===== config.mk =====
export PLATFORM = sky130hd
export DESIGN_NAME = ir_transmitter
export DESIGN_NICKNAME = d
export VERILOG_FILES = /design/src/rtl/ir_transmitter.sv
export SDC_FILE = /design/constraint.sdc
export NUM_CORES = 1
export LEC_CHECK = 0
export ABC_CLOCK_PERIOD_IN_PS = 2900
export BUFFER_PORTS_ARGS = -buffer_cell sky130_fd_sc_hd__buf_2
export CORE_MARGIN = 2
export CORE_UTILIZATION = 55
export CTS_CLUSTER_DIAMETER = 100
export DETAILED_ROUTE_END_ITERATION = 8
export PLACE_DENSITY = 0.72
export SYNTH_ARGS = -nofsm -noshare
export SYNTH_HDL_FRONTEND = slang
export SYNTH_SLANG_ARGS = --single-unit

===== constraint.sdc =====
create_clock -name CLK -period 2.9 [get_ports CLK]
set_clock_uncertainty 0.15 [all_clocks]
set_input_delay 0.29 -clock CLK [delete_from_list [all_inputs] [get_ports CLK]]
set_output_delay 0.29 -clock CLK [all_outputs]
set_load 0.05 [all_outputs]

===== src/rtl/ir_transmitter.sv =====
// rtl/ir_transmitter.sv - periodic IR command packet transmitter
//
// Purpose: every PACKET_PERIOD clocks, sends one IR packet on a modulated carrier.
//   The packet sequence is START burst, CAR_SEL burst, then one burst for each of
//   the RIGHT, LEFT, BACKWARD and FORWARD command bits. Every burst is followed by a
//   GAP of silence.
// Ports:
//   CLK     - system clock, all logic on the rising edge
//   RESET   - synchronous active-high reset
//   COMMAND - command byte (bit0 fwd, bit1 back, bit2 left, bit3 right; 7:4 unused)
//   IR_LED  - registered modulated IR drive
//   BUSY    - registered, high while a packet is in flight
module ir_transmitter #(
  parameter int unsigned CARRIER_HALF   = 1316,
  parameter int unsigned START_BURST    = 88,
  parameter int unsigned CAR_SEL_BURST  = 22,
  parameter int unsigned GAP            = 40,
  parameter int unsigned ASSERT_BURST   = 44,
  parameter int unsigned DEASSERT_BURST = 22,
  parameter int unsigned PACKET_PERIOD  = 10_000_000
) (
  input  logic       CLK,
  input  logic       RESET,
  input  logic [7:0] COMMAND,
  output logic       IR_LED,
  output logic       BUSY
);

  function automatic int unsigned max_of(input int unsigned a, input int unsigned b);
    return (a > b) ? a : b;
  endfunction

  localparam int unsigned MAX_BURST =
    max_of(max_of(START_BURST, CAR_SEL_BURST), max_of(GAP, max_of(ASSERT_BURST, DEASSERT_BURST)));
  localparam int CW = $clog2(2 * CARRIER_HALF);
  localparam int PW = (MAX_BURST > 1) ? $clog2(MAX_BURST) : 1;
  localparam int TW = (PACKET_PERIOD > 1) ? $clog2(PACKET_PERIOD) : 1;

  localparam logic [CW-1:0] CAR_LAST   = CW'(2 * CARRIER_HALF - 1);
  localparam logic [CW-1:0] CAR_HALF_V = CW'(CARRIER_HALF);
  localparam logic [TW-1:0] TMR_LAST   = TW'(PACKET_PERIOD - 1);

  typedef enum logic [2:0] {
    S_IDLE, S_START, S_GAP, S_CAR_SEL, S_RIGHT, S_LEFT, S_BACKWARD, S_FORWARD
  } state_t;

  state_t        state_q, state_d;
  state_t        nxt_q, nxt_d;        // where a GAP goes when it expires
  logic [3:0]    cmd_q, cmd_d;
  logic [TW-1:0] tmr_q, tmr_d;
  logic [CW-1:0] car_q, car_d;        // phase within the current carrier period
  logic [PW-1:0] per_q, per_d;        // whole carrier periods elapsed in this state
  logic          ir_led_q, ir_led_d;
  logic          busy_q, busy_d;

  logic          trigger;
  logic          sel_bit;
  logic [PW-1:0] per_last;
  state_t        follow;
  logic          burst_d;

  always_comb begin
    state_d  = state_q;
    nxt_d    = nxt_q;
    cmd_d    = cmd_q;
    car_d    = car_q;
    per_d    = per_q;
    sel_bit  = 1'b0;
    per_last = '0;
    follow   = S_IDLE;

    // The packet timer free-runs regardless of state.
    trigger = (tmr_q == TMR_LAST);
    tmr_d   = trigger ? '0 : tmr_q + TW'(1);

    case (state_q)
      S_RIGHT:    sel_bit = cmd_q[3];
      S_LEFT:     sel_bit = cmd_q[2];
      S_BACKWARD: sel_bit = cmd_q[1];
      S_FORWARD:  sel_bit = cmd_q[0];
      default:    sel_bit = 1'b0;
    endcase

    case (state_q)
      S_START:   per_last = PW'(START_BURST - 1);
      S_CAR_SEL: per_last = PW'(CAR_SEL_BURST - 1);
      S_GAP:     per_last = PW'(GAP - 1);
      S_RIGHT, S_LEFT, S_BACKWARD, S_FORWARD:
        per_last = sel_bit ? PW'(ASSERT_BURST - 1) : PW'(DEASSERT_BURST - 1);
      default:   per_last = '0;
    endcase

    case (state_q)
      S_START:    follow = S_CAR_SEL;
      S_CAR_SEL:  follow = S_RIGHT;
      S_RIGHT:    follow = S_LEFT;
      S_LEFT:     follow = S_BACKWARD;
      S_BACKWARD: follow = S_FORWARD;
      default:    follow = S_IDLE;
    endcase

    if (state_q == S_IDLE) begin
      if (trigger) begin
        state_d = S_START;
        cmd_d   = COMMAND[3:0];
        car_d   = '0;
        per_d   = '0;
      end
    end else if (car_q == CAR_LAST) begin
      car_d = '0;
      if (per_q == per_last) begin
        per_d = '0;
        if (state_q == S_GAP) begin
          state_d = nxt_q;
        end else begin
          state_d = S_GAP;
          nxt_d   = follow;
        end
      end else begin
        per_d = per_q + PW'(1);
      end
    end else begin
      car_d = car_q + CW'(1);
    end

    // Outputs are computed from next-state values so the registered
    // outputs line up with the registered state.
    burst_d  = (state_d != S_IDLE) && (state_d != S_GAP);
    ir_led_d = burst_d && (car_d < CAR_HALF_V);
    busy_d   = (state_d != S_IDLE);
  end

  always_ff @(posedge CLK) begin
    if (RESET) begin
      state_q  <= S_IDLE;
      nxt_q    <= S_IDLE;
      cmd_q    <= '0;
      tmr_q    <= '0;
      car_q    <= '0;
      per_q    <= '0;
      ir_led_q <= 1'b0;
      busy_q   <= 1'b0;
    end else begin
      state_q  <= state_d;
      nxt_q    <= nxt_d;
      cmd_q    <= cmd_d;
      tmr_q    <= tmr_d;
      car_q    <= car_d;
      per_q    <= per_d;
      ir_led_q <= ir_led_d;
      busy_q   <= busy_d;
    end
  end

  assign IR_LED = ir_led_q;
  assign BUSY   = busy_q;

endmodule


# Word-level counts from Yosys, hierarchy flattened
# Index checks and enable logic that the tools add are counted.
[op_classes]
add_sub_neg = 3
magnitude_cmp = 1
eq_ne = 12
n_mux = 16
n_bitwise = 2
n_reduce_logical = 10
[ops]
columns = ["op", "count"]
rows = [
  ["2-to-1 mux 12 bit", 3],
  ["2-to-1 mux 7 bit", 4],
  ["case mux 7 bit (4 select lines)", 1],
  ["adder 24 x 1 -> 24 bit, second input constant", 1],
  ["== test 24 bit, second input constant", 1],
  ["2-to-1 mux 3 bit", 5],
  ["case mux 3 bit (5 select lines)", 1],
  ["adder 12 x 1 -> 12 bit, second input constant", 1],
  ["== test 12 bit, second input constant", 1],
  ["== test 3 bit, second input constant", 4],
  ["< comparator 12 x 11 -> 1 bit, second input constant", 1],
  ["adder 7 x 1 -> 7 bit, second input constant", 1],
  ["== test 7 bit", 1],
  ["== test 3 x 2 -> 1 bit, second input constant", 2],
  ["2-to-1 mux 6 bit", 1],
  ["case mux 1 bit (4 select lines)", 1],
  ["AND reduction 2 bit", 2],
  ["AND reduction 4 bit", 1],
  ["OR reduction 4 bit", 1],
  ["== test 3 x 1 -> 1 bit, second input constant", 1],
  ["zero test 3 bit", 1],
  ["inequality test 3 x 2 -> 1 bit, second input constant", 1],
  ["nonzero test 3 bit", 1],
  ["logical AND 1 bit", 2],
  ["other kinds (4)", 5],
]
[totals]
ff_bits = 55
input_bits = 10
output_inout_bits = 2
wordCells = 52

# Depth between registers and ports, before layout
[logic_depth]
ltp_word = 11
mapped_depth = 10

# Worst setup path after synthesis
# Ideal clock, no wire load.
[synth_path]
path_kind = "reg2reg"
from = "register car_q[0]"
to = "register busy_q (netlist: BUSY)"
setup_time_ps = 133
arrival_ps = 1926
slack_ps = 692
path_stages_with_launch = 7
period_less_slack_ps = 2208
cell_sequence = "dfxtp_1 > ha_1 > nand4bb_1 > or3_4 > nor4_4 > a21bo_2 > a31oi_1"
[synth_via]
elab_chain_len = 4
[synth_rtl]
columns = ["element", "line_no", "text"]
rows = [
  ["start: declaration", "51", "logic [CW-1:0] car_q, car_d;"],
  ["start signal: assignment", "148", "car_q <= car_d;"],
  ["== test 12 bit", "109", "end else if (car_q == CAR_LAST) begin"],
  ["2-to-1 mux 3 bit", "109", ""],
  ["2-to-1 mux 3 bit", "102", "if (state_q == S_IDLE) begin"],
  ["nonzero test 3 bit", "130", "busy_d = (state_d != S_IDLE);"],
  ["end signal: assignment", "151", "busy_q <= busy_d;"],
  ["end: declaration", "54", "logic busy_q, busy_d;"],
]
# Every way passes these cells.
# A chain may end at the register's enable or synchronous reset.

# Worst setup path after layout
[layout_path]
from = "register car_q[0]"
to = "register ir_led_q (netlist: IR_LED)"
[layout_via]
elab_chain_len = 6
word_cells_on_any_way = 12
[layout_rtl]
columns = ["element", "line_no", "text"]
rows = [
  ["parallel branches: the longest is 5 deep, another holds adder 12 x 1 -> 12 bit", "-", ""],
  ["logical AND 1 bit (*)", "129", "ir_led_d = burst_d && (car_d < CAR_HALF_V);"],
  ["end signal: assignment", "150", "ir_led_q <= ir_led_d;"],
  ["end: declaration", "53", "logic ir_led_q, ir_led_d;"],
]
# Every way passes the cells marked *.

==> results.sh <==
export IMPL_firstDrtPassIters=5
export IMPL_top_level_ports=12
export IMPL_cts_max_path_buffers=2
export IMPL_synthTopCellsByArea="dfxtp_1 35%, nor2_1 5.8%, a21oi_1 3.8%, xnor2_1 3.4%, xor2_1 3.4%"
export IMPL_dp_hpwl_um=4300
export IMPL_finalSetupTns_ps=0
export IMPL_die_area_um2=6310
export IMPL_die_h_um=79.4
export IMPL_fin_crit_sh=0.895
export IMPL_muxShareOfSynthArea=0.0364
export IMPL_worst_pin_slew_ps=618
export IMPL_globalplace_congestion=0.806
export IMPL_r2r_slack_ps=300
export IMPL_yosysWarnings=0
export IMPL_ys_seq_area_frac=0.352
export IMPL_core_area_um2=5510
export IMPL_post_cts_buffers=0
export IMPL_run_status="completed"
export IMPL_yosys_area_top_type="dfxtp_1"
export IMPL_root_buffer="clkbuf_8"
export IMPL_num_rows=27
export IMPL_synth_edf_count=0
export IMPL_drv_cap=0
export IMPL_hold_start="COMMAND[2]"
export IMPL_clk_insertion_delay_late_ps=320
export IMPL_fin_util=0.601
export IMPL_worstPathMaxFanout=12
export IMPL_p_leak_nw=1.18
export IMPL_yosysMostFrequentCell="dfxtp_1"
export IMPL_pwr_density_cell_nw_per_um2=400
export IMPL_yosysTopAreaCellShare=0.352
export IMPL_fin_nets=384
export IMPL_fmax_mhz=385
export IMPL_r2r_start="car_q[0]"
export IMPL_via_per_inst=5.90
export IMPL_gr_total_overflow=0
export IMPL_relSlewSlack=0.588
export IMPL_period_needed_ps=2600
export IMPL_grt_pass1_vias=2416
export IMPL_cts_max_level=2
export IMPL_slew_viol_final=0
export IMPL_syn_num_nets=382
export IMPL_synth_distinct_cells=68
export IMPL_synth_compound_area_frac=0.176
export IMPL_critPathCapture="IR_LED"
export IMPL_synth_xor_area_share=0.0724
export IMPL_end_kind="flip-flop"
export IMPL_synth_top_family_by_area="simple AND/OR/NAND/NOR gates"
export IMPL_syn_avg_cell_area_um2=8.48
export IMPL_via_count=2621
export IMPL_start_kind="flip-flop"
export IMPL_ant_nets=0
export IMPL_grt_max_degree=34
export IMPL_synth_fa_ha_area_frac=0.0120
export IMPL_initial_utilization=0.568
export IMPL_diodes=0
export IMPL_synth_simple_gate_area_frac=0.307
export IMPL_synth_area_um2=3130
export IMPL_synth_ff_type="dfxtp_1"
export IMPL_cts_tree="yes"
export IMPL_io_buffers=7
export IMPL_chipWidth_um=79.4
export IMPL_antenna_found_initial=0
export IMPL_wl_um=6170
export IMPL_cts_buffers=5
export IMPL_async_reset_ff_frac=0
export IMPL_wl_per_cell_um=13.9
export IMPL_setup_viol=0
export IMPL_crit_required_ps=3010
export IMPL_path_class="flip-flop to flip-flop"
export IMPL_grt_pass1_wl_um=10700
export IMPL_rr_endpoint="IR_LED"
export IMPL_syn2layout_area_growth_pct=5.76
export IMPL_grt_usage=0.209
export IMPL_netlist_top_cells_count="55 x dfxtp_1, 48 x nor2_1, 24 x a21oi_1"
export IMPL_hold_violations=0
export IMPL_irDropWorstVdd_uv=257
export IMPL_cp_arrival_ps=2710
export IMPL_cts_sinks=55
export IMPL_reg2regPathDepth=8
export IMPL_route_detailed_drc=0
export IMPL_drt_iter0_drc=185
export IMPL_rsz0062_at_grt="false"
export IMPL_clk_pin_slew_worst_paths_ps=110
export IMPL_final_layout_size_suffix_gt1_frac=0.121
export IMPL_synth_seq_cells=55
export IMPL_hold_path_class="primary input to flip-flop"
export IMPL_synthCells=369
export IMPL_crit_path_start="car_q[0]"
-- how the worst min path moves through the flow --
stage	end	slack, ps	depth (start not counted)
2_1_floorplan	tmr_q[0]	280	1
3_3_place_gp	tmr_q[0]	300	1
3_5_place_dp	tmr_q[0]	310	1
4_1_cts	cmd_q[2]	40	3
5_1_grt	cmd_q[1]	50	3
6_report	cmd_q[2]	50	3
-- state kept, by name (all words and copies together) (netlist names) --
signal / count
cmd_q: 4
IR_LED: 1
car_q: 12
tmr_q: 24
nxt_q: 3
per_q: 7
state_q: 3
BUSY: 1
-- cell families after synthesis --
kind of cell               Yosys count
and+or+nand+nor                    173
AOI/OAI and AO/OA                   78
DFF                                 55
xor gates and xnor gates            25
buffers and inverters               25
muxes                               10
adders and majority gates            3
-- layout by cell type, fill, tap and decap left out, types with 9 or more instances in the layout --
cell type and n:
dfxtp_1 54, o21ai_0 11, nor2_1 48, xor2_1 12, xnor2_1 12, nand4_1 10, nor3_1 9, nand3_1 19
a21oi_1 24, nand2_1 22, and3_1 10, nand2b_1 11
-- per-stage QoR --
stage               area [um^2]  total power, mW  hold WS (ps)  cells  setup slack, ps
detailed placement         3190            0.806           309    436              282
CTS                        3310             1.34          39.1    444              256
finish                     3310             1.32          49.1    444              304
global placement           3190            0.806           297    436              279
floorplan                  3130            0.797           280    369              692
global route               3310             1.37          54.3    444             26.5
-- worst max-delay path, cell delays in order, from the launching register on --
cell and delay [ps]:
dfxtp_1 450, ha_1 280, nand4bb_1 260, o31ai_4 550
nor3_1 120, a211oi_2 300, nand2_1 100, o21ai_1 140
and4bb_1 190
-- report_power, final --
group	switching (mW)	internal, mW	leakage [nW]
clock	0.272	0.262	0.0587
sequential	0.00330	0.758	0.444
combinational	0.0185	0.00816	0.678
-- layout make-up --
cell class	count	area (um^2)
clock buffer	5	68.8
clock inverter	3	47.5
fill	492	2200
inverter	6	22.5
multi-input combinational	289	1890
sequential	55	1100
tap	72	90.1
timing repair buffer	14	87.6
-- metal layers --
layer | vias up | share of wire | GRT usage
li1 | 1351 | - | -
met1 | 1230 | 0.51 | 0.279
met2 | 29 | 0.45 | 0.342
met3 | 11 | 0.023 | 0.0373
met4 | 0 | 0.017 | 0.0707
met5 | - | 0 | 0
-- repair_timing --
action,in CTS,in global routing
gates resized for setup,0,1
setup endpoints to repair,0,2
hold buffers,0,0
Power figures use the tool's default switching activity.
